==> config.mk <==
export PLATFORM = sky130hd
export DESIGN_NAME = uwire_eeprom_master
export DESIGN_NICKNAME = d
export VERILOG_FILES = /design/src/rtl/uwire_pkg.sv /design/src/rtl/uwire_sk_gen.sv /design/src/rtl/uwire_eeprom_master.sv
export SDC_FILE = /design/constraint.sdc
export NUM_CORES = 1
export LEC_CHECK = 0
export BUFFER_PORTS_ARGS = -buffer_cell sky130_fd_sc_hd__buf_4
export CORE_ASPECT_RATIO = 1.5
export CORE_UTILIZATION = 25
export CTS_CLUSTER_SIZE = 25
export DETAILED_ROUTE_END_ITERATION = 8
export PLACE_DENSITY = 0.49
export SLEW_MARGIN = 20
export SYNTH_ARGS = -nofsm -noshare
export SYNTH_HDL_FRONTEND = slang
export SYNTH_HIERARCHICAL = 1
export SYNTH_SLANG_ARGS = --single-unit
==> constraint.sdc <==
create_clock -name clk -period 3 [get_ports clk]
set_input_delay 0.75 -clock clk [delete_from_list [all_inputs] [get_ports clk]]
set_output_delay 0.75 -clock clk [all_outputs]
set_load 0.005 [all_outputs]
==> src/rtl/uwire_pkg.sv <==
// rtl/uwire_pkg.sv - Shared types and Microwire frame constants for the EEPROM master
package uwire_pkg;

    typedef enum logic [2:0] {
        OP_READ  = 3'd0,
        OP_WRITE = 3'd1,
        OP_ERASE = 3'd2,
        OP_EWEN  = 3'd3,
        OP_EWDS  = 3'd4,
        OP_ERAL  = 3'd5,
        OP_WRAL  = 3'd6,
        OP_RSVD  = 3'd7
    } op_e;

    typedef enum logic [2:0] {
        ST_IDLE,
        ST_SHIFT_OUT,
        ST_SHIFT_IN,
        ST_CS_GAP,
        ST_POLL,
        ST_DONE
    } state_e;

    localparam logic [1:0] UW_OPC_READ  = 2'b10;
    localparam logic [1:0] UW_OPC_WRITE = 2'b01;
    localparam logic [1:0] UW_OPC_ERASE = 2'b11;
    localparam logic [1:0] UW_OPC_EXT   = 2'b00;

    localparam logic [1:0] UW_PFX_EWEN = 2'b11;
    localparam logic [1:0] UW_PFX_EWDS = 2'b00;
    localparam logic [1:0] UW_PFX_ERAL = 2'b10;
    localparam logic [1:0] UW_PFX_WRAL = 2'b01;

    function automatic logic [1:0] uw_opcode(input op_e op);
        case (op)
            OP_READ:  return UW_OPC_READ;
            OP_WRITE: return UW_OPC_WRITE;
            OP_ERASE: return UW_OPC_ERASE;
            default:  return UW_OPC_EXT;
        endcase
    endfunction

    // Extended commands carry their sub-opcode in the top two address bits
    function automatic logic [1:0] uw_prefix(input op_e op);
        case (op)
            OP_EWEN: return UW_PFX_EWEN;
            OP_ERAL: return UW_PFX_ERAL;
            OP_WRAL: return UW_PFX_WRAL;
            default: return UW_PFX_EWDS;
        endcase
    endfunction

endpackage

==> src/rtl/uwire_sk_gen.sv <==
// rtl/uwire_sk_gen.sv - SK divider with rise/fall strobes, enable and synchronous restart
module uwire_sk_gen #(
    parameter int CLK_DIV = 4
) (
    input  logic clk,
    input  logic rst_n,
    input  logic en,
    input  logic restart,
    output logic sk_rise,
    output logic sk_fall,
    output logic ee_sk
);

    localparam int DIV_W = (CLK_DIV > 1) ? $clog2(CLK_DIV) : 1;

    logic [DIV_W-1:0] div_cnt;
    logic             tick;

    // Strobes lead the SK edge: they are high in the cycle before ee_sk toggles
    assign tick    = en && !restart && (div_cnt == DIV_W'(CLK_DIV - 1));
    assign sk_rise = tick && !ee_sk;
    assign sk_fall = tick && ee_sk;

    always_ff @(posedge clk or negedge rst_n) begin
        if (!rst_n) begin
            div_cnt <= '0;
            ee_sk   <= 1'b0;
        end else if (!en || restart) begin
            div_cnt <= '0;
            ee_sk   <= 1'b0;
        end else if (tick) begin
            div_cnt <= '0;
            ee_sk   <= ~ee_sk;
        end else begin
            div_cnt <= div_cnt + 1'b1;
        end
    end

endmodule

==> src/rtl/uwire_eeprom_master.sv <==
// rtl/uwire_eeprom_master.sv - Microwire 93xx EEPROM master: framing, read capture, busy polling
module uwire_eeprom_master
    import uwire_pkg::*;
#(
    parameter int ADDR_W  = 6,
    parameter int DATA_W  = 16,
    parameter int CLK_DIV = 4,
    parameter int TIMEOUT = 20000
) (
    input  logic              clk,
    input  logic              rst_n,
    input  logic              cmd_valid,
    output logic              cmd_ready,
    input  logic [2:0]        cmd_op,
    input  logic [ADDR_W-1:0] cmd_addr,
    input  logic [DATA_W-1:0] cmd_wdata,
    output logic              rsp_valid,
    output logic [DATA_W-1:0] rsp_rdata,
    output logic              rsp_err,
    output logic              busy,
    output logic              ee_cs,
    output logic              ee_sk,
    output logic              ee_di,
    input  logic              ee_do
);

    localparam int NB_HDR = 3 + ADDR_W;
    localparam int NB_WR  = NB_HDR + DATA_W;
    localparam int SR_W   = NB_WR;
    localparam int BC_W   = $clog2(3 + ADDR_W + DATA_W + 1);
    localparam int WC_W   = $clog2(2 * CLK_DIV + 1);
    localparam int TC_W   = $clog2(TIMEOUT + 1);
    localparam logic [WC_W-1:0] GAP_LD = WC_W'(2 * CLK_DIV - 1);

    state_e            state, state_n;
    op_e               op_q;
    logic [SR_W-1:0]   sr;
    logic [BC_W-1:0]   bit_cnt;
    logic [WC_W-1:0]   wait_cnt;
    logic [TC_W-1:0]   tmo_cnt;
    logic [DATA_W-1:0] rd_sr;
    logic              err_q, cs_q, di_q;
    logic              do_s1, do_s2;
    logic              fire, long_op, last_out, poll_tick, tmo_last;
    logic              sk_rise, sk_fall, sk_en;

    logic [1:0]        opc;
    logic [ADDR_W+1:0] pfx_ext;
    logic [ADDR_W-1:0] addr_field;
    logic [SR_W-1:0]   frame;

    assign fire      = cmd_valid && (state == ST_IDLE);
    assign long_op   = (op_q == OP_WRITE) || (op_q == OP_WRAL);
    assign last_out  = (bit_cnt == (long_op ? BC_W'(NB_WR) : BC_W'(NB_HDR)));
    assign poll_tick = (wait_cnt == '0);
    assign tmo_last  = (tmo_cnt == TC_W'(TIMEOUT - 1));
    assign sk_en     = (state == ST_SHIFT_OUT) || (state == ST_SHIFT_IN);

    assign cmd_ready = (state == ST_IDLE);
    assign busy      = (state != ST_IDLE);
    assign rsp_valid = (state == ST_DONE) && (wait_cnt == '0);
    assign rsp_err   = rsp_valid && err_q;
    assign ee_cs     = cs_q;
    assign ee_di     = di_q;

    always_comb begin
        opc        = uw_opcode(op_e'(cmd_op));
        pfx_ext    = {uw_prefix(op_e'(cmd_op)), {ADDR_W{1'b0}}};
        addr_field = (opc == UW_OPC_EXT) ? pfx_ext[ADDR_W+1:2] : cmd_addr;
        frame      = {1'b1, opc, addr_field, cmd_wdata};
    end

    uwire_sk_gen #(.CLK_DIV(CLK_DIV)) u_sk_gen (
        .clk     (clk),
        .rst_n   (rst_n),
        .en      (sk_en),
        .restart (fire),
        .sk_rise (sk_rise),
        .sk_fall (sk_fall),
        .ee_sk   (ee_sk)
    );

    always_ff @(posedge clk or negedge rst_n) begin
        if (!rst_n) state <= ST_IDLE;
        else        state <= state_n;
    end

    always_comb begin
        state_n = state;
        case (state)
            ST_IDLE:
                if (cmd_valid) state_n = (cmd_op == OP_RSVD) ? ST_DONE : ST_SHIFT_OUT;
            ST_SHIFT_OUT:
                if (sk_fall && last_out) begin
                    if (op_q == OP_READ)                           state_n = ST_SHIFT_IN;
                    else if (op_q == OP_EWEN || op_q == OP_EWDS)   state_n = ST_DONE;
                    else                                           state_n = ST_CS_GAP;
                end
            ST_SHIFT_IN:
                if (sk_fall && bit_cnt == BC_W'(DATA_W + 1)) state_n = ST_DONE;
            ST_CS_GAP:
                if (poll_tick) state_n = ST_POLL;
            ST_POLL:
                if (poll_tick && (do_s2 || tmo_last)) state_n = ST_DONE;
            ST_DONE:
                if (wait_cnt == '0) state_n = ST_IDLE;
            default:
                state_n = ST_IDLE;
        endcase
    end

    always_ff @(posedge clk or negedge rst_n) begin
        if (!rst_n) begin
            do_s1 <= 1'b0;
            do_s2 <= 1'b0;
        end else begin
            do_s1 <= ee_do;
            do_s2 <= do_s1;
        end
    end

    always_ff @(posedge clk or negedge rst_n) begin
        if (!rst_n) begin
            op_q      <= OP_READ;
            sr        <= '0;
            bit_cnt   <= '0;
            wait_cnt  <= '0;
            tmo_cnt   <= '0;
            rd_sr     <= '0;
            rsp_rdata <= '0;
            err_q     <= 1'b0;
            cs_q      <= 1'b0;
            di_q      <= 1'b0;
        end else begin
            case (state)
                ST_IDLE:
                    if (fire) begin
                        op_q    <= op_e'(cmd_op);
                        sr      <= frame;
                        bit_cnt <= '0;
                        tmo_cnt <= '0;
                        if (cmd_op == OP_RSVD) begin
                            err_q    <= 1'b1;
                            wait_cnt <= WC_W'(2);
                        end else begin
                            err_q <= 1'b0;
                            cs_q  <= 1'b1;
                            di_q  <= 1'b1;
                        end
                    end
                ST_SHIFT_OUT: begin
                    if (sk_rise) bit_cnt <= bit_cnt + 1'b1;
                    if (sk_fall) begin
                        if (last_out) begin
                            di_q    <= 1'b0;
                            bit_cnt <= '0;
                            if (op_q != OP_READ) begin
                                cs_q     <= 1'b0;
                                wait_cnt <= GAP_LD;
                            end
                        end else begin
                            sr   <= sr << 1;
                            di_q <= sr[SR_W-2];
                        end
                    end
                end
                ST_SHIFT_IN: begin
                    // The first rise after the address clocks the dummy 0 and is skipped
                    if (sk_rise) begin
                        bit_cnt <= bit_cnt + 1'b1;
                        if (bit_cnt != '0) rd_sr <= {rd_sr[DATA_W-2:0], do_s2};
                    end
                    if (sk_fall && bit_cnt == BC_W'(DATA_W + 1)) begin
                        cs_q     <= 1'b0;
                        wait_cnt <= GAP_LD;
                    end
                end
                ST_CS_GAP:
                    if (poll_tick) begin
                        cs_q     <= 1'b1;
                        wait_cnt <= GAP_LD;
                    end else begin
                        wait_cnt <= wait_cnt - 1'b1;
                    end
                ST_POLL:
                    if (poll_tick) begin
                        wait_cnt <= GAP_LD;
                        if (do_s2) begin
                            cs_q <= 1'b0;
                        end else if (tmo_last) begin
                            cs_q  <= 1'b0;
                            err_q <= 1'b1;
                        end else begin
                            tmo_cnt <= tmo_cnt + 1'b1;
                        end
                    end else begin
                        wait_cnt <= wait_cnt - 1'b1;
                    end
                ST_DONE: begin
                    if (wait_cnt != '0) wait_cnt <= wait_cnt - 1'b1;
                    // Read data changes on the same edge that raises rsp_valid
                    if (wait_cnt == WC_W'(1) && op_q == OP_READ && !err_q) rsp_rdata <= rd_sr;
                end
                default: ;
            endcase
        end
    end

endmodule

-- Word level (Yosys, flattened, before mapping)
Cells that the tools add are included.
Widths: inputs -> output; s select.
- input bits: 29
- logic and storage cells: 168
- flip-flop bits (word level): 94
- output and inout port bits: 23
- muxes and demuxes: 61
- bitwise gates (word level): 1
- reductions and logical operators: 48
- equality and inequality tests: 39
- add/subtract/negate cells: 4
- operator list (cell ; count):
    $mux 24 ; 3
    $mux 15 ; 4
    $pmux 24 s2 ; 1
    $mux 4 ; 8
    $pmux 15 s2 ; 1
    $mux 3 ; 9
    $mux 5 ; 5
    $ne 2x2->1 const B ; 12
    $eq 3x3->1 const B ; 7
    $pmux 4 s5 ; 1
    $mux 1 ; 19
    $pmux 3 s6 ; 1
    $add 15x1->15 const B ; 1
    $eq 15x15->1 const B ; 1
    $eq 3x2->1 const B ; 5
    $pmux 5 s3 ; 1
    $reduce_bool 5->1 ; 3
    $logic_and 1x1->1 ; 12
    $ne 2x1->1 const B ; 6
    $pmux 2 s3 ; 2
    $reduce_and 10->1 ; 1
    $reduce_and 5->1 ; 2
    $eq 3x1->1 const B ; 3
    $logic_not 3->1 ; 3
    other kinds (26) ; 42

-- Longest topological paths before layout
Gate-level depths: netlist of the first run.
- word-level depth: 10
- depth in mapped cells: 14

-- Cells and area by module
The synthesis of the first run kept the hierarchy.
- modules (own cells, without submodules) (module ; seq. area each (um2) ; area each (um2) ; cells an instance ; times used):
    uwire_eeprom_master ; 2277.2 ; 4778.3 ; 467 ; 1
    uwire_sk_gen ; 75.1 ; 146.4 ; 13 ; 1

-- Worst setup path before layout of the first run
OpenSTA, ideal clock, no wires.
- path kind: flip-flop to flip-flop
- start point: reg state[0]
- end point: reg state[0]
- setup slack: -0.026 ns
- stages on the path, launching flop included: 13
- data required time: 2.862 ns
- period minus slack after synthesis: 3.026 ns
- data arrival time: 2.888 ns
- cells stage by stage: dfrtp_1 clkbuf_2 or3_4 inv_2 nand2_2 clkinv_1 clkbuf_1 nand2b_4 nor2_1 o32ai_1 clkbuf_1 nor4_1 or4_1
- cells in the longest elaborated chain, start to end: 9
- elaborated cells on any way between the ends: 22
- classes of those cells: 11 x eq/ne; 1 x mux; 10 x reduce/logical
- RTL lines (item ; line ; text):
    start: declaration ; uwire_eeprom_master.sv:35 ; state_e state, state_n;
    start signal: assignment ; uwire_eeprom_master.sv:85 ; else state <= state_n;
    $logic_not 3->1 * ; n/a ;
    via cmd_ready ; uwire_eeprom_master.sv:13 ; output logic cmd_ready,
    $logic_and 1x1->1 * ; uwire_eeprom_master.sv:52 ; assign fire = cmd_valid && (state == ST_IDLE);
    via fire ; uwire_eeprom_master.sv:44 ; logic fire, long_op, last_out, poll_tick, tmo_last;
    $logic_not 1->1 * ; uwire_sk_gen.sv:20 ; assign tick = en && !restart && (div_cnt == DIV_W'(CLK_DIV - 1));
    $logic_and 1x1->1 * (2 in series) ; uwire_sk_gen.sv:20 ;
    $logic_and 1x1->1 * ; uwire_sk_gen.sv:22 ; assign sk_fall = tick && ee_sk;
    via sk_fall ; uwire_eeprom_master.sv:45 ; logic sk_rise, sk_fall, sk_en;
    $logic_and 1x1->1 (on tied branches) ; uwire_eeprom_master.sv:100, uwire_eeprom_master.sv:94 ;
    $ne 2x1->1 (no source line) ; n/a ;
    $reduce_and 6->1 (no source line) * ; n/a ;
Mark *: on every way through the listed nets, which the timed path passes. The rest lies on a longest branch.
A chain may end at the register's enable or synchronous reset.

-- Final worst setup path of the first run
- start point: reg state[1]
- end point: reg state[0]
- cells in the longest elaborated chain, start to end: 9
- elaborated cells on any way between the ends: 22
- classes of those cells: 11 x eq/ne; 1 x mux; 10 x reduce/logical
- RTL lines (item ; line):
    $logic_not 3->1 ; uwire_eeprom_master.sv:52
    $logic_and 1x1->1 ; uwire_eeprom_master.sv:52
    $logic_not 1->1 ; uwire_sk_gen.sv:20
    $logic_and 1x1->1 * (2 in series) ; uwire_sk_gen.sv:20
    $logic_and 1x1->1 * ; uwire_sk_gen.sv:22
    via sk_fall ; uwire_eeprom_master.sv:45
    $logic_and 1x1->1 (on tied branches) ; uwire_eeprom_master.sv:100, uwire_eeprom_master.sv:94
    $ne 2x1->1 (no source line) ; n/a
    $reduce_and 6->1 (no source line) * ; n/a
Marks and branches as above.

==> run summary, run 1 <==
The worst setup path is of the flip-flop to flip-flop kind. The die is between 100 and 150 µm wide. After synthesis the netlist holds a flip-flop and latch count of 94. The total instance count after detailed placement came out at 780. The number of top-level pins came out at 52. The worst pin sits at a relative slew slack of between 40% and 50%. The number of nets in the synthesized netlist came out at slightly above 500. After synthesis, the largest family of logic cells by area is simple AND/OR/NAND/NOR gates. The number of warnings issued by yosys came out at 6.

The average cell area after synthesis is slightly above 10 µm². The number of distinct library cells after synthesis is 64. The aggregate routed wire length came out at between 10 and 15 mm. The post-synthesis async set-or-reset flop share came out at 100.0%.

The die covers 20,280 µm². The number of antenna violations at the first check in global routing is 0. The setup slack of the critical path after layout is roughly 0.12 ns. The simple-gate area share of the yosys netlist is a little under a fifth. The clock group share of total power came out at between 20% and 30%. Setup violations remaining at the end of the flow were counted as 0. The number of antenna diodes is 0. The placeable core region is 19,240 µm².

The number of DRC violations after detailed routing is 0. Data on the critical path is required at its endpoint by approximately 3.2 ns. The starting density of the core is 25.60%. The level count of the clock H-tree is 3.

The clock passes through at most 2 buffers. The largest vdd supply drop is 0.2567 mV. The smallest clock period supported by the final layout is computed as 2.885 ns. Clock-pin slew was measured on the worst setup and hold paths at 0.07 ns.

The final design area excluding fillers is 5963 µm². The data arrival time of the critical path is 3.09 ns. Multiplexer cells account for between 10 and 15% of the synthesized area. Leaving out filler cells and counting taps, the final layout contains 796. The leakage dissipation is roughly 0.0027 µW. The cts-stage hold buffer count came out at 0. The worst flop-to-flop path startpoint is state[1]$_DFFE_PN0P_. The capturing point of the worst reg2reg path is state[0]$_DFFE_PN0P_. The count of nets left with antenna violations once routing finished came out at 0. The critical path's largest stage delay is 0.52 ns.

The standard-cell row count is 62. The number of synthesized flops with an enable pin came out at 0. The final sum of negative setup slack came out at 0 ns.

Leaving out fill and tap cells, the most frequent cells in the layout are sky130_fd_sc_hd__dfrtp_1 (94), sky130_fd_sc_hd__nand2_1 (79), sky130_fd_sc_hd__buf_4 (66). The fraction of final layout cells with drive strength greater than 1 is a little under 30%. The number of failing hold endpoints at the final stage came to 0. In this run the power spent charging and discharging nets is 1231 µW.

The clock tree skew after final layout came out at approximately 0.009 ns. The net switching fraction of the power came out at 31.56%. The nature of the critical path startpoint is a flip-flop. Post-CTS repair changed the size of 0 cells. Detailed placement finished with a half-perimeter wire length of 8.337 mm.

The number of cells on the worst reg-to-reg path is 11. The combinational cell fraction of total power came out at 23.6%. The global router's overall resource usage came out at 12.27%.

The worst setup path is captured at a flip-flop. The global-route wire length before repair is 19.75 mm. The sequential power share is 46.4%. The TritonCTS sink count came out at 94. The buffers inserted during post-CTS setup optimization is 0. After detailed routing, the number of vias per cell comes to about 4.8.

Buffers inserted during clock tree synthesis total 9. The detailed router finished its first iteration with 153 violations. Setup repair after global routing could not meet its margin everywhere. The detail-routed net length per standard cell is 14.72 µm. Of the total synthesized cell area, the portion taken by full adders, half adders and majority gates is 1.778%. The synthesis-to-finish area growth is 21.09%.

In this run the worst hold path is classified as input port to asynchronous set/reset pin. The final period utilization came out at 96.17%. The slowest library cell on the worst path is sky130_fd_sc_hd__or4_1. Once placement finished, the instance area stood at about 5700 µm². The gate count after technology mapping came out at 480. The run finished with clean final reports. The signal on the critical path passes through or3_4 -> inv_2 -> nand2_2 -> clkinv_1 -> nand2b_4 -> nor2_1 -> buf_4 -> o32ai_1 -> buf_4 -> nor4_1 -> or4_1.

The aggregate global routing overflow is 0. Entering global routing, the biggest net connects 74 pins. The most used flip-flop cell after synthesis is sky130_fd_sc_hd__dfrtp_1.

Clock latency on the worst-skew pair, taken at its later pin, is between 0.3 and 0.4 ns. The cell-internal power is roughly 2700 µW. The max-cap violation count came out at 0.

The number of global-route vias before repair came out at 3,911. The actual transition at the worst max-transition pin is 0.8468 ns. The xor/xnor share of the synthesized area came out at 0.3557%.

Summing over every cut layer, the via total after detailed routing is approximately 3,800. By instance count, the cell type seen most on the critical path is sky130_fd_sc_hd__buf_4. The final weighted congestion in routability-driven placement is 0.8182.

Of all nets on the critical path, the largest fanout is 9. The post-placement setup slack is 0.1206 ns. For this run, the top clock speed supported by timing is 346.6 MHz. The part of the Yosys area used for sequential elements came out at 47.76%. The die extent in y came out at 173.9 µm. The number of buffers inserted by port buffering came out at a little over 50. The worst-case hold slack is 0.2921 ns. Grouping stages by cell kind, the critical path spends the most delay in simple AND/OR/NAND/NOR gates. The buffer and inverter count on the worst path is 4.

For this run, the detailed router's first-pass iteration total came to 4. The synthesized netlist devotes 14.28% of its cell area to compound gates. TritonCTS built the clock tree. The net count of the finished layout came out at 571. The post-synthesis instance area came out at 4925 µm². The library cell used most frequently in the layout, excluding fill and tap cells, is sky130_fd_sc_hd__dfrtp_1. Clock tree synthesis selected as its root buffer the cell sky130_fd_sc_hd__clkbuf_16. The max-slew violation count came to 0. For this design the ratio of total power to cell area is 654.3 nW/µm². The slack of the worst reg-to-reg path came out at 0.12 ns.
## area by class of cell
cell class | instances | area, µm²
fill | 2042 | 13280
multi-input combinational | 339 | 2387
sequential | 94 | 2352
timing repair buffer | 67 | 515.5
tap | 256 | 320.3
clock buffer | 10 | 229.0
inverter | 24 | 90.09
clock inverter | 6 | 68.82
## power groups by stage
stage	registers, µW	logic [µW]	clock network, µW
floorplan	1750	680	0
global placement	1820	905	0
detailed placement	1830	935	0
CTS	1810	938	1200
global route	1860	1040	1250
finish	1810	922	1170
## state kept, by name, indices dropped and copies added, names as in the netlist
register,flops
u_sk_gen/div_cnt,2
op_q,3
do_s2,1
bit_cnt,5
state,3
u_sk_gen/ee_sk,1
wait_cnt,4
tmo_cnt,15
rsp_rdata,16
err_q,1
ee_cs,1
sr,24
do_s1,1
ee_di,1
rd_sr,16
## kinds of logic (layout without fill, tap and decap cells)
logic type                 Yosys count  count (layout)
and+or+nand+nor                    169             169
AOI/OAI and AO/OA                  102             102
DFF                                 94              94
muxes                               59              59
buffers and inverters               47             107
adders and majority gates            7               7
xor gates and xnor gates             2               2
## cell usage after synthesis, drive strengths merged, types with 5 or more instances
cell	n	area share [%]
a21oi	24	2.4
a22o	6	1.1
buf	8	1.0
clkbuf	15	1.2
dfrtp	94	48
ha	7	1.8
inv	23	1.8
mux2	58	13
nand2	80	6.1
nand2b	5	0.79
nand3	8	0.81
nand4	6	0.76
nor2	9	0.69
nor3	10	1.0
nor4	6	0.89
o211ai	7	1.1
o21ai	26	2.9
o31ai	7	1.1
o41ai	8	1.4
or3	14	1.9
or4	5	0.76
## how the worst max path moves through the flow
stage                         startpoint                 endpoint  slack, ns  cells past startpoint
detailed placement             cmd_valid  wait_cnt[1]$_DFFE_PN0P_       0.12                     11
global placement               cmd_valid  wait_cnt[1]$_DFFE_PN0P_       0.18                     11
global route        state[1]$_DFFE_PN0P_     state[0]$_DFFE_PN0P_      -0.03                     11
finish              state[1]$_DFFE_PN0P_     state[0]$_DFFE_PN0P_       0.12                     11
floorplan           state[0]$_DFFE_PN0P_     state[0]$_DFFE_PN0P_       0.04                     12
CTS                 state[1]$_DFFE_PN0P_     state[0]$_DFFE_PN0P_       0.15                     11
## per-stage QoR
stage / utilization [%] / power, µW
floorplan: - / 2429
finish: 31.00 / 3902
global placement: 29.45 / 2722
global route: 31.00 / 4156
detailed placement: 29.45 / 2768
CTS: 31.00 / 3953
## layer usage
layer / routed length (µm) / GRT usage, %
met1: 5141 / 15.77
met2: 6063 / 20.83
met3: 275 / 1.430
met4: 233 / 4.536
met5: 0 / 0
No activity file was read; power rests on OpenSTA's default activity.
==> run 2, diff against run 1 <==
--- a/config.mk
+++ b/config.mk
@@ -10,7 +10,7 @@
 export CORE_UTILIZATION = 25
 export CTS_CLUSTER_SIZE = 25
 export DETAILED_ROUTE_END_ITERATION = 8
-export PLACE_DENSITY = 0.49
+export PLACE_DENSITY = 0.48
 export SLEW_MARGIN = 20
 export SYNTH_ARGS = -nofsm -noshare
 export SYNTH_HDL_FRONTEND = slang
==> constraint.sdc (replaced) <==
create_clock -name clk -period 2.75 [get_ports clk]
set_input_delay 0.6875 -clock clk [delete_from_list [all_inputs] [get_ports clk]]
set_output_delay 0.6875 -clock clk [all_outputs]
set_load 0.005 [all_outputs]
==> run summary, run 2 (synthesized netlist as in run 1, its figures left out) <==
The instance area at placement was 5754 µm² (was 5665 µm²). Status: completed (unchanged). The worst-case hold slack is 0.3153 ns (was 0.2921 ns). Largest registers: sr x24, rd_sr x16, rsp_rdata x16 (unchanged). The slowest library cell on the worst path is sky130_fd_sc_hd__dfrtp_1 (was sky130_fd_sc_hd__or4_1). The max-slew violation count came out at 0 (unchanged). The largest vdd supply drop is 0.3010 mV (was 0.2567 mV). The number of top-level pins came to 52 (unchanged). The global-route track usage on met1 came to 14.47% (was 15.77%). Crit path cell chain: inv_1 -> ha_1 -> nor3b_1 -> buf_4 -> and3_1 -> and2_1 -> buf_4 (was or3_4 -> inv_2 -> nand2_2 -> clkinv_1 -> nand2b_4 -> nor2_1 -> buf_4 -> o32ai_1 -> buf_4 -> nor4_1 -> or4_1). The final weighted congestion in routability-driven placement came out at 0.8666 (was 0.8182). The nature of the critical path startpoint is a flip-flop (unchanged). The post-placement setup slack is 0.03822 ns (was 0.1206 ns).

The maximum number of buffers from clock root to sink came out at 2 (unchanged). The standard-cell row count came out at 62 (unchanged). The violation count after the first detailed-routing iteration was 198 (was 153). The starting density of the core is 25.60% (unchanged). The fraction of final layout cells with drive strength greater than 1 is 31.57% (was 28.89%).

The TritonCTS sink count came out at 94 (unchanged). The clock-pin slew on the worst setup and hold paths is 0.07 ns (about the same). The setup slack of the critical path after layout is 0.1540 ns (was 0.1150 ns). The cell at the root of the clock tree is sky130_fd_sc_hd__clkbuf_16 (unchanged). The data arrival time of the critical path came out at 1.91 ns (was 3.09 ns). The die extent in y came out at 173.9 µm (unchanged).

The final-layout fill cell count came out at 2,054 (was 2,042). The largest delay contributor family on the critical path is simple AND/OR/NAND/NOR gates (unchanged). The number of global-route vias before repair is 3,965 (was 3,911).

The slack of the worst reg-to-reg path came out at 0.19 ns (was 0.12 ns). Highest-count cells in the layout ignoring fill and taps: sky130_fd_sc_hd__dfrtp_1 (92), sky130_fd_sc_hd__nand2_1 (79), sky130_fd_sc_hd__buf_4 (75) (was sky130_fd_sc_hd__dfrtp_1 (94), sky130_fd_sc_hd__nand2_1 (79), sky130_fd_sc_hd__buf_4 (66)). The final sum of negative setup slack is 0 ns (unchanged).

The utilization after layout is 31.65% (was 31.00%). The worst-case headroom to the max-slew limit is 47.60% (was 43.11%). The global-route wire length before repair came out at 19.70 mm (was 19.75 mm).

The setup-violating endpoint count in the final report is 0 (unchanged). After layout, the worst path uses 94.40% of the clock period. The die area is 20,280 µm² (unchanged). The number of antenna diodes came out at 0 (unchanged). The max-cap violation count came out at 0 (unchanged). The die outline width is 116.6 µm (unchanged).

The leakage dissipation is 0.002789 µW (was 0.002722 µW). The number of DRC violations after detailed routing was 0 (unchanged). The highest net fanout along the worst path is 4 (was 9). The number of buffers inserted by port buffering came out at 51 (unchanged). The cell depth of the worst setup path is 7 (was 11).

The maximum number of pins on one net before global-route repair came out at 39 (was 74). The most repeated library cell on the critical path was sky130_fd_sc_hd__buf_4 (unchanged). The area used by multi-input combinational logic was 2407 µm² (was 2387 µm²). The number of vias after detailed routing is 3,828 (was 3,814). The actual transition at the worst max-transition pin came out at 0.7861 ns (was 0.8468 ns). The aggregate routed wire length was 11.79 mm (was 11.71 mm). The final design area excluding fillers came out at 6088 µm² (was 5963 µm²). The global-route met3 utilization came out at 1.813% (was 1.430%). The net count of the finished layout came out at 581 (was 571). The depth of the most critical reg-to-reg path came out at 7 (was 11).

The detail-routed net length per standard cell came to 14.67 µm (was 14.72 µm). The level count of the clock H-tree is 3 (unchanged). The CTS tree is yes (unchanged). The number of failing hold endpoints at the final stage is 0 (unchanged). The buffer and inverter count on the worst path came to 3 (was 4).

The half-perimeter wire length after detailed placement was 8.764 mm (was 8.337 mm). The worst flop-to-flop path startpoint was wait_cnt[0]$_DFFE_PN0P_ (was state[1]$_DFFE_PN0P_). The clock latency reported for the late side of the worst-skew pair is 0.35 ns (was 0.34 ns). The met2 layer usage reported by global route came to 22.07% (was 20.83%).

The maximum clock rate is 385.2 MHz. The class of the most critical setup path is flip-flop to output port (was flip-flop to flip-flop). The synthesis-to-finish area growth came out at 23.63% (was 21.09%). The smallest clock period supported by the final layout is computed as 2.596 ns. The clock tree skew after final layout is 0.01242 ns (was 0.008800 ns). The capturing point of the worst reg2reg path is tmo_cnt[14]$_DFFE_PN0P_ (was state[0]$_DFFE_PN0P_).

The placeable core region is 19,240 µm² (unchanged). The aggregate global routing overflow came out at 0 (unchanged). The register area is 2355 µm² (was 2352 µm²). The number of antenna violations at the first check in global routing came out at 0 (unchanged). The global router's overall resource usage is 12.48% (was 12.27%). The register name with the most flops is sr (unchanged). The kind of path behind the tightest hold check is input port to asynchronous set/reset pin (unchanged). The capturing element type of the critical path is an output port (was flip-flop).

The number of flip-flops in the largest register is 24 (unchanged). RSZ-0062 raised after global routing: false (was true). The cts-stage hold buffer count is 0 (unchanged).

The last element of the critical path is rsp_err (was state[0]$_DFFE_PN0P_). The number of CTS-inserted buffers was 9 (unchanged). The per-cell via count in the routed design is 4.761 (was 4.791). The critical path's largest stage delay came out at 0.41 ns (was 0.52 ns). The most utilized layer in the global route result is met2 (unchanged).

The power per cell area is 709.3 nW/µm² (was 654.3 nW/µm²). The count of TritonRoute iterations in the first routing pass was 4 (unchanged). The data required time of the worst path was 2.06 ns (was 3.21 ns). The commonest non-fill, non-tap cell in the layout is sky130_fd_sc_hd__dfrtp_1 (unchanged).

The startpoint of the most critical setup path is wait_cnt[0]$_DFFE_PN0P_ (was state[1]$_DFFE_PN0P_). The count of antenna-violating nets left after detailed routing came to 0 (unchanged).
## run 2: cell count changes in the layout (fill, tap and decap cells not counted), moves of 2 or more
cell                      previous run  this run
sky130_fd_sc_hd__nor3_1              9         7
sky130_fd_sc_hd__inv_6               2         0
sky130_fd_sc_hd__dfrtp_1            94        92
sky130_fd_sc_hd__buf_4              66        75
sky130_fd_sc_hd__dfrtp_2             0         2
sky130_fd_sc_hd__nor3_2              1         3
## run 2: repair_timing
| action | in CTS | in global routing |
|---|---|---|
| gates resized for setup | 0 | 5 |
| buffers inserted | 0 | 1 |
| hold endpoints to repair | 0 | 0 |
| endpoints found under the setup margin | 0 | 4 |
## run 2: routing by layer
layer  vias to the layer above  wire, µm
li1                       1867         -
met1                      1901      4885
met2                        43      6364
met3                        17       267
met4                         0       275
met5                         -         0
## run 2: metrics by stage
step	instances	total power, µW
global route	804	4601
finish	804	4319
global placement	789	2984
CTS	803	4379
detailed placement	789	3031
floorplan	480	2655
## run 2: power by group
part / leakage (µW) / switching, µW / internal (µW)
Clock: 0.000150 / 510 / 810
Sequential: 0.00124 / 287 / 1690
Combinational: 0.00140 / 500 / 523
## run 2: worst min path at each step
stage / end / slack (ns) / cells after the start
floorplan: do_s2$_DFF_PN0_ / 0.33 / 0
global placement: do_s2$_DFF_PN0_ / 0.34 / 0
detailed placement: do_s2$_DFF_PN0_ / 0.34 / 0
CTS: err_q$_DFFE_PN0P_ / 0.34 / 1
global route: err_q$_DFFE_PN0P_ / 0.36 / 1
finish: sr[4]$_DFFE_PN0P_ / 0.32 / 1
## run 2: worst register-to-register path, stage by stage, from the launching register on
cell	delay [ns]
sky130_fd_sc_hd__dfrtp_1	0.41
sky130_fd_sc_hd__inv_1	0.11
sky130_fd_sc_hd__ha_1	0.22
sky130_fd_sc_hd__or3b_1	0.56
sky130_fd_sc_hd__a2111oi_4	0.33
sky130_fd_sc_hd__a21oi_1	0.29
sky130_fd_sc_hd__or3_1	0.42
sky130_fd_sc_hd__a21oi_1	0.14
## run 2: final cells by class
type                    count  share of cell area (%)
multi-input cells         339                   39.54
flip-flops and latches     94                   38.68
repair buffers             77                   9.905
well taps                 256                   5.261
clock buffers              10                   3.925
inverters                  24                   1.500
clock inverters             4                   1.192
==> run 3, diff against run 2 <==
--- a/config.mk
+++ b/config.mk
@@ -11,8 +11,8 @@
 export CTS_CLUSTER_SIZE = 25
 export DETAILED_ROUTE_END_ITERATION = 8
 export PLACE_DENSITY = 0.48
+export SETUP_SLACK_MARGIN = 0.1
 export SLEW_MARGIN = 20
 export SYNTH_ARGS = -nofsm -noshare
 export SYNTH_HDL_FRONTEND = slang
-export SYNTH_HIERARCHICAL = 1
 export SYNTH_SLANG_ARGS = --single-unit
==> run summary, run 3 <==
The register name with the most flops is sr (unchanged). The worst-case hold slack came to 0.2616 ns (was 0.3153 ns). The number of antenna diodes came out at 0 (unchanged).

The largest delay contributor family on the critical path is simple AND/OR/NAND/NOR gates (unchanged). The register bit count reported by yosys is 94 (unchanged). The placeable core region is 18,090 µm² (was 19,240 µm²). The die extent in y came out at 169.1 µm (was 173.9 µm).

The detail-routed net length per standard cell came to 15.44 µm (was 14.67 µm). The half-perimeter wire length after detailed placement was 7.947 mm (was 8.764 mm). The aggregate routed wire length came out at 11.30 mm (was 11.79 mm). Crit path cell chain: inv_1 -> ha_2 -> or3b_4 -> nor2_2 -> and2_1 -> buf_4 (was inv_1 -> ha_1 -> nor3b_1 -> buf_4 -> and3_1 -> and2_1 -> buf_4). The global-route wire length before repair is 19.06 mm (was 19.70 mm). The combinational family with the most area after synthesis is compound AO/OA/AOI/OAI gates (was simple AND/OR/NAND/NOR gates). The post-synthesis async set-or-reset flop share is 100.0% (unchanged).

The post-synthesis instance area came out at 4653 µm² (was 4925 µm²). The final-layout fill cell count is 1,850 (was 2,054). The adder-cell share of the synthesized area was 1.882% (was 1.778%). The number of warnings issued by yosys came out at 0 (was 6).

The fraction of final layout cells with drive strength greater than 1 came out at 27.69% (was 31.57%). The library cell with the highest instance count after synthesis is sky130_fd_sc_hd__dfrtp_1 (unchanged). The number of CTS-inserted buffers was 9 (unchanged). The actual transition at the worst max-transition pin came out at 0.7855 ns (was 0.7861 ns). The number of antenna violations at the first check in global routing came out at 0 (unchanged).

The clock tree skew after final layout was 0.007936 ns (was 0.01242 ns). The CTS tree is yes (unchanged). The slowest library cell on the worst path is sky130_fd_sc_hd__or3b_4 (was sky130_fd_sc_hd__dfrtp_1). The per-cell via count in the routed design came out at 4.889 (was 4.761). The final sum of negative setup slack is 0 ns (unchanged). The maximum clock rate came out at 391.5 MHz (was 385.2 MHz).

The part of the Yosys area used for sequential elements came out at 50.55% (was 47.76%). The max-slew violation count was 0 (unchanged). The buffer and inverter count on the worst path is 2 (was 3).

Highest-count cells in the layout ignoring fill and taps: sky130_fd_sc_hd__dfrtp_1 (94), sky130_fd_sc_hd__buf_4 (67), sky130_fd_sc_hd__mux2_2 (35) (was sky130_fd_sc_hd__dfrtp_1 (92), sky130_fd_sc_hd__nand2_1 (79), sky130_fd_sc_hd__buf_4 (75)). The commonest non-fill, non-tap cell in the layout is sky130_fd_sc_hd__dfrtp_1 (unchanged). The critical path's largest stage delay came out at 0.44 ns (was 0.41 ns). The number of top-level pins came out at 52 (unchanged).

The kind of path behind the tightest hold check was input port to asynchronous set/reset pin (unchanged). The register area came out at 2352 µm² (was 2355 µm²). The capturing element type of the critical path is an output port (unchanged). The standard-cell row count came out at 60 (was 62). The average cell area after synthesis came to 10.90 µm² (was 10.26 µm²). The gate count after technology mapping came to 427 (was 480). The final design area excluding fillers is 5698 µm² (was 6088 µm²). The TritonCTS sink count came out at 94 (unchanged).

RSZ-0062 raised after global routing: true (was false). The data arrival time of the critical path came to 1.87 ns (was 1.91 ns). The xor/xnor share of the synthesized area came out at 1.882% (was 0.3557%). The slack of the worst reg-to-reg path is 0.27 ns (was 0.19 ns).

Largest registers: sr x24, rd_sr x16, rsp_rdata x16 (unchanged). The clock-pin slew on the worst setup and hold paths is 0.07 ns (about the same). The die area came to 19,170 µm² (was 20,280 µm²). The leakage dissipation was 0.002477 µW (was 0.002789 µW). The number of distinct library cells after synthesis is 61 (was 64).

The number of cells in the finished layout apart from fillers came out at 732 (was 804). The final weighted congestion in routability-driven placement came out at 0.7725 (was 0.8666). The class of the most critical setup path is flip-flop to output port (unchanged). The number of failing hold endpoints at the final stage is 0 (unchanged). The count of TritonRoute iterations in the first routing pass is 4 (unchanged). The setup-violating endpoint count in the final report came out at 0 (unchanged). The net count of the finished layout was 515 (was 581). The dominant cell type by area after synthesis was sky130_fd_sc_hd__dfrtp_1 (unchanged). The number of DRC violations after detailed routing is 0 (unchanged). The maximum number of buffers from clock root to sink came out at 2 (unchanged). The count of antenna-violating nets left after detailed routing is 0 (unchanged).

Status: completed (unchanged). The starting density of the core came out at 25.72% (was 25.60%). The die outline width came out at 113.4 µm (was 116.6 µm). The largest vdd supply drop came out at 0.2909 mV (was 0.3010 mV). The maximum number of pins on one net before global-route repair is 46 (was 39).

The global router's overall resource usage was 12.64% (was 12.48%). The number of vias after detailed routing was 3,579 (was 3,828). The cell at the root of the clock tree is sky130_fd_sc_hd__clkbuf_16 (unchanged). The number of flip-flops in the largest register is 24 (unchanged).

The number of synthesized flops with an enable pin came to 0 (unchanged). The fraction of synthesized cell area taken by the top area cell type is 50.55% (was 47.76%). The compound-cell area share of the yosys netlist came out at 17.91% (was 14.28%). The area used by multi-input combinational logic came out at 2166 µm² (was 2407 µm²). The data required time of the worst path is 2.06 ns (about the same).

The violation count after the first detailed-routing iteration came out at 162 (was 198). The final period utilization was 92.89% (was 94.40%). The worst-case headroom to the max-slew limit came out at 47.63% (was 47.60%). The highest net fanout along the worst path is 6 (was 4). The level count of the clock H-tree came out at 3 (unchanged).

Most frequent cells after synthesis: sky130_fd_sc_hd__dfrtp_1 (94), sky130_fd_sc_hd__mux2_2 (35), sky130_fd_sc_hd__a21oi_1 (24), sky130_fd_sc_hd__nand2_1 (24), sky130_fd_sc_hd__a2bb2oi_1 (22) (was sky130_fd_sc_hd__dfrtp_1 (94), sky130_fd_sc_hd__nand2_1 (79), sky130_fd_sc_hd__mux2_2 (58), sky130_fd_sc_hd__o21ai_0 (25), sky130_fd_sc_hd__a21oi_1 (24)). The simple-gate area share of the yosys netlist came out at 15.11% (was 18.32%). The buffers inserted during post-CTS setup optimization came to 0 (unchanged). The top flip-flop cell by instance count after synthesis was sky130_fd_sc_hd__dfrtp_1 (unchanged).

The power per cell area came out at 899.9 nW/µm² (was 709.3 nW/µm²). The post-layout minimum cycle time came to 2.555 ns (was 2.596 ns). The utilization after layout is 31.49% (was 31.65%). The number of buffers inserted by port buffering came out at 51 (unchanged). The aggregate global routing overflow is 0 (unchanged). The total instance count after detailed placement came out at 716 (was 789). The synthesis-to-finish area growth came to 22.45% (was 23.63%). The share of cell area taken by muxes after synthesis is 9.115% (was 13.47%). The clock latency reported for the late side of the worst-skew pair came out at 0.35 ns (about the same). The cts-stage hold buffer count is 0 (unchanged). The nature of the critical path startpoint is a flip-flop (unchanged). The number of nets in the synthesized netlist came out at 463 (was 516).

The max-cap violation count is 0 (unchanged). Leading post-synthesis cells by cell area: sky130_fd_sc_hd__dfrtp_1 (51%), sky130_fd_sc_hd__mux2_2 (8.5%), sky130_fd_sc_hd__a2bb2oi_1 (4.1%) (was sky130_fd_sc_hd__dfrtp_1 (48%), sky130_fd_sc_hd__mux2_2 (13%), sky130_fd_sc_hd__nand2_1 (6.0%)). The instance area at placement came out at 5371 µm² (was 5754 µm²). The number of global-route vias before repair was 3,711 (was 3,965).
[run 3: cell types whose count changed after synthesis, sizes merged, moves of 6 or more]
| cell | delta |
|---|---|
| mux2 | -23 |
| or3 | -6 |
| nor2 | +6 |
| xor2 | +6 |
| o21ai | -10 |
| a2bb2oi | +22 |
| o211ai | -7 |
| o22ai | +16 |
| inv | -12 |
| nand2 | -55 |
| o41ai | -8 |
[run 3: layer usage]
layer | routed length, µm | GRT usage, % | vias up
li1 | - | - | 1710
met1 | 4950 | 15.51 | 1792
met2 | 5731 | 21.55 | 68
met3 | 472 | 2.972 | 9
met4 | 146 | 4.462 | 0
met5 | 0 | 0 | -
[run 3: cell families (layout without fill, tap and decap cells)]
| logic type | after synthesis | in the layout |
|---|---|---|
| AOI/OAI and AO/OA | 117 | 117 |
| DFF | 94 | 94 |
| buffers and inverters | 38 | 95 |
| adders and majority gates | 7 | 7 |
| and+or+nand+nor | 123 | 123 |
| muxes | 38 | 38 |
| xor gates and xnor gates | 10 | 10 |
[run 3: power by group]
group / internal (µW) / switching [µW]
clock network: 718 / 574
registers: 1680 / 262
logic: 876 / 1020
total: 3280 / 1850
[run 3: worst reg2reg max path, delay by kind of cell (launching register included)]
family	cells	cell delay, ns
simple gates	2	1.02
flops	1	0.61
compound gates	3	0.57
buf+inv	1	0.22
[run 3: metrics by stage]
stage / setup slack (ns) / total power (µW)
floorplan: 0.4024 / 3277
global placement: 0.06892 / 3808
detailed placement: 0.003500 / 3861
CTS: 0.1047 / 5180
global route: 0.07868 / 5483
finish: 0.1954 / 5128
[run 3: final cells by class]
type | instances | area share [%]
clock buffer | 9 | 3.953
multi-input combinational | 295 | 38.01
sequential | 94 | 41.28
timing repair buffer | 68 | 9.179
clock inverter | 7 | 1.405
tap | 248 | 5.446
inverter | 11 | 0.7246
[run 3: repair_timing]
item                       CTS  global route
gates resized for setup      1             3
setup endpoints to repair    1             4
pin swaps                    0             1
[run 3: worst paths after layout]
check,end,from,cells after the start
worst max register to register,tmo_cnt[11]$_DFFE_PN0P_,state[2]$_DFFE_PN0P_,6
worst min-delay path,tmo_cnt[7]$_DFFE_PN0P_,rst_n,1
worst min register to register,do_s2$_DFF_PN0_,do_s1$_DFF_PN0_,0
min in group clk,do_s2$_DFF_PN0_,do_s1$_DFF_PN0_,0
max in group asynchronous,sr[18]$_DFFE_PN0P_,rst_n,2
worst max-delay path,rsp_err,wait_cnt[1]$_DFFE_PN0P_,6
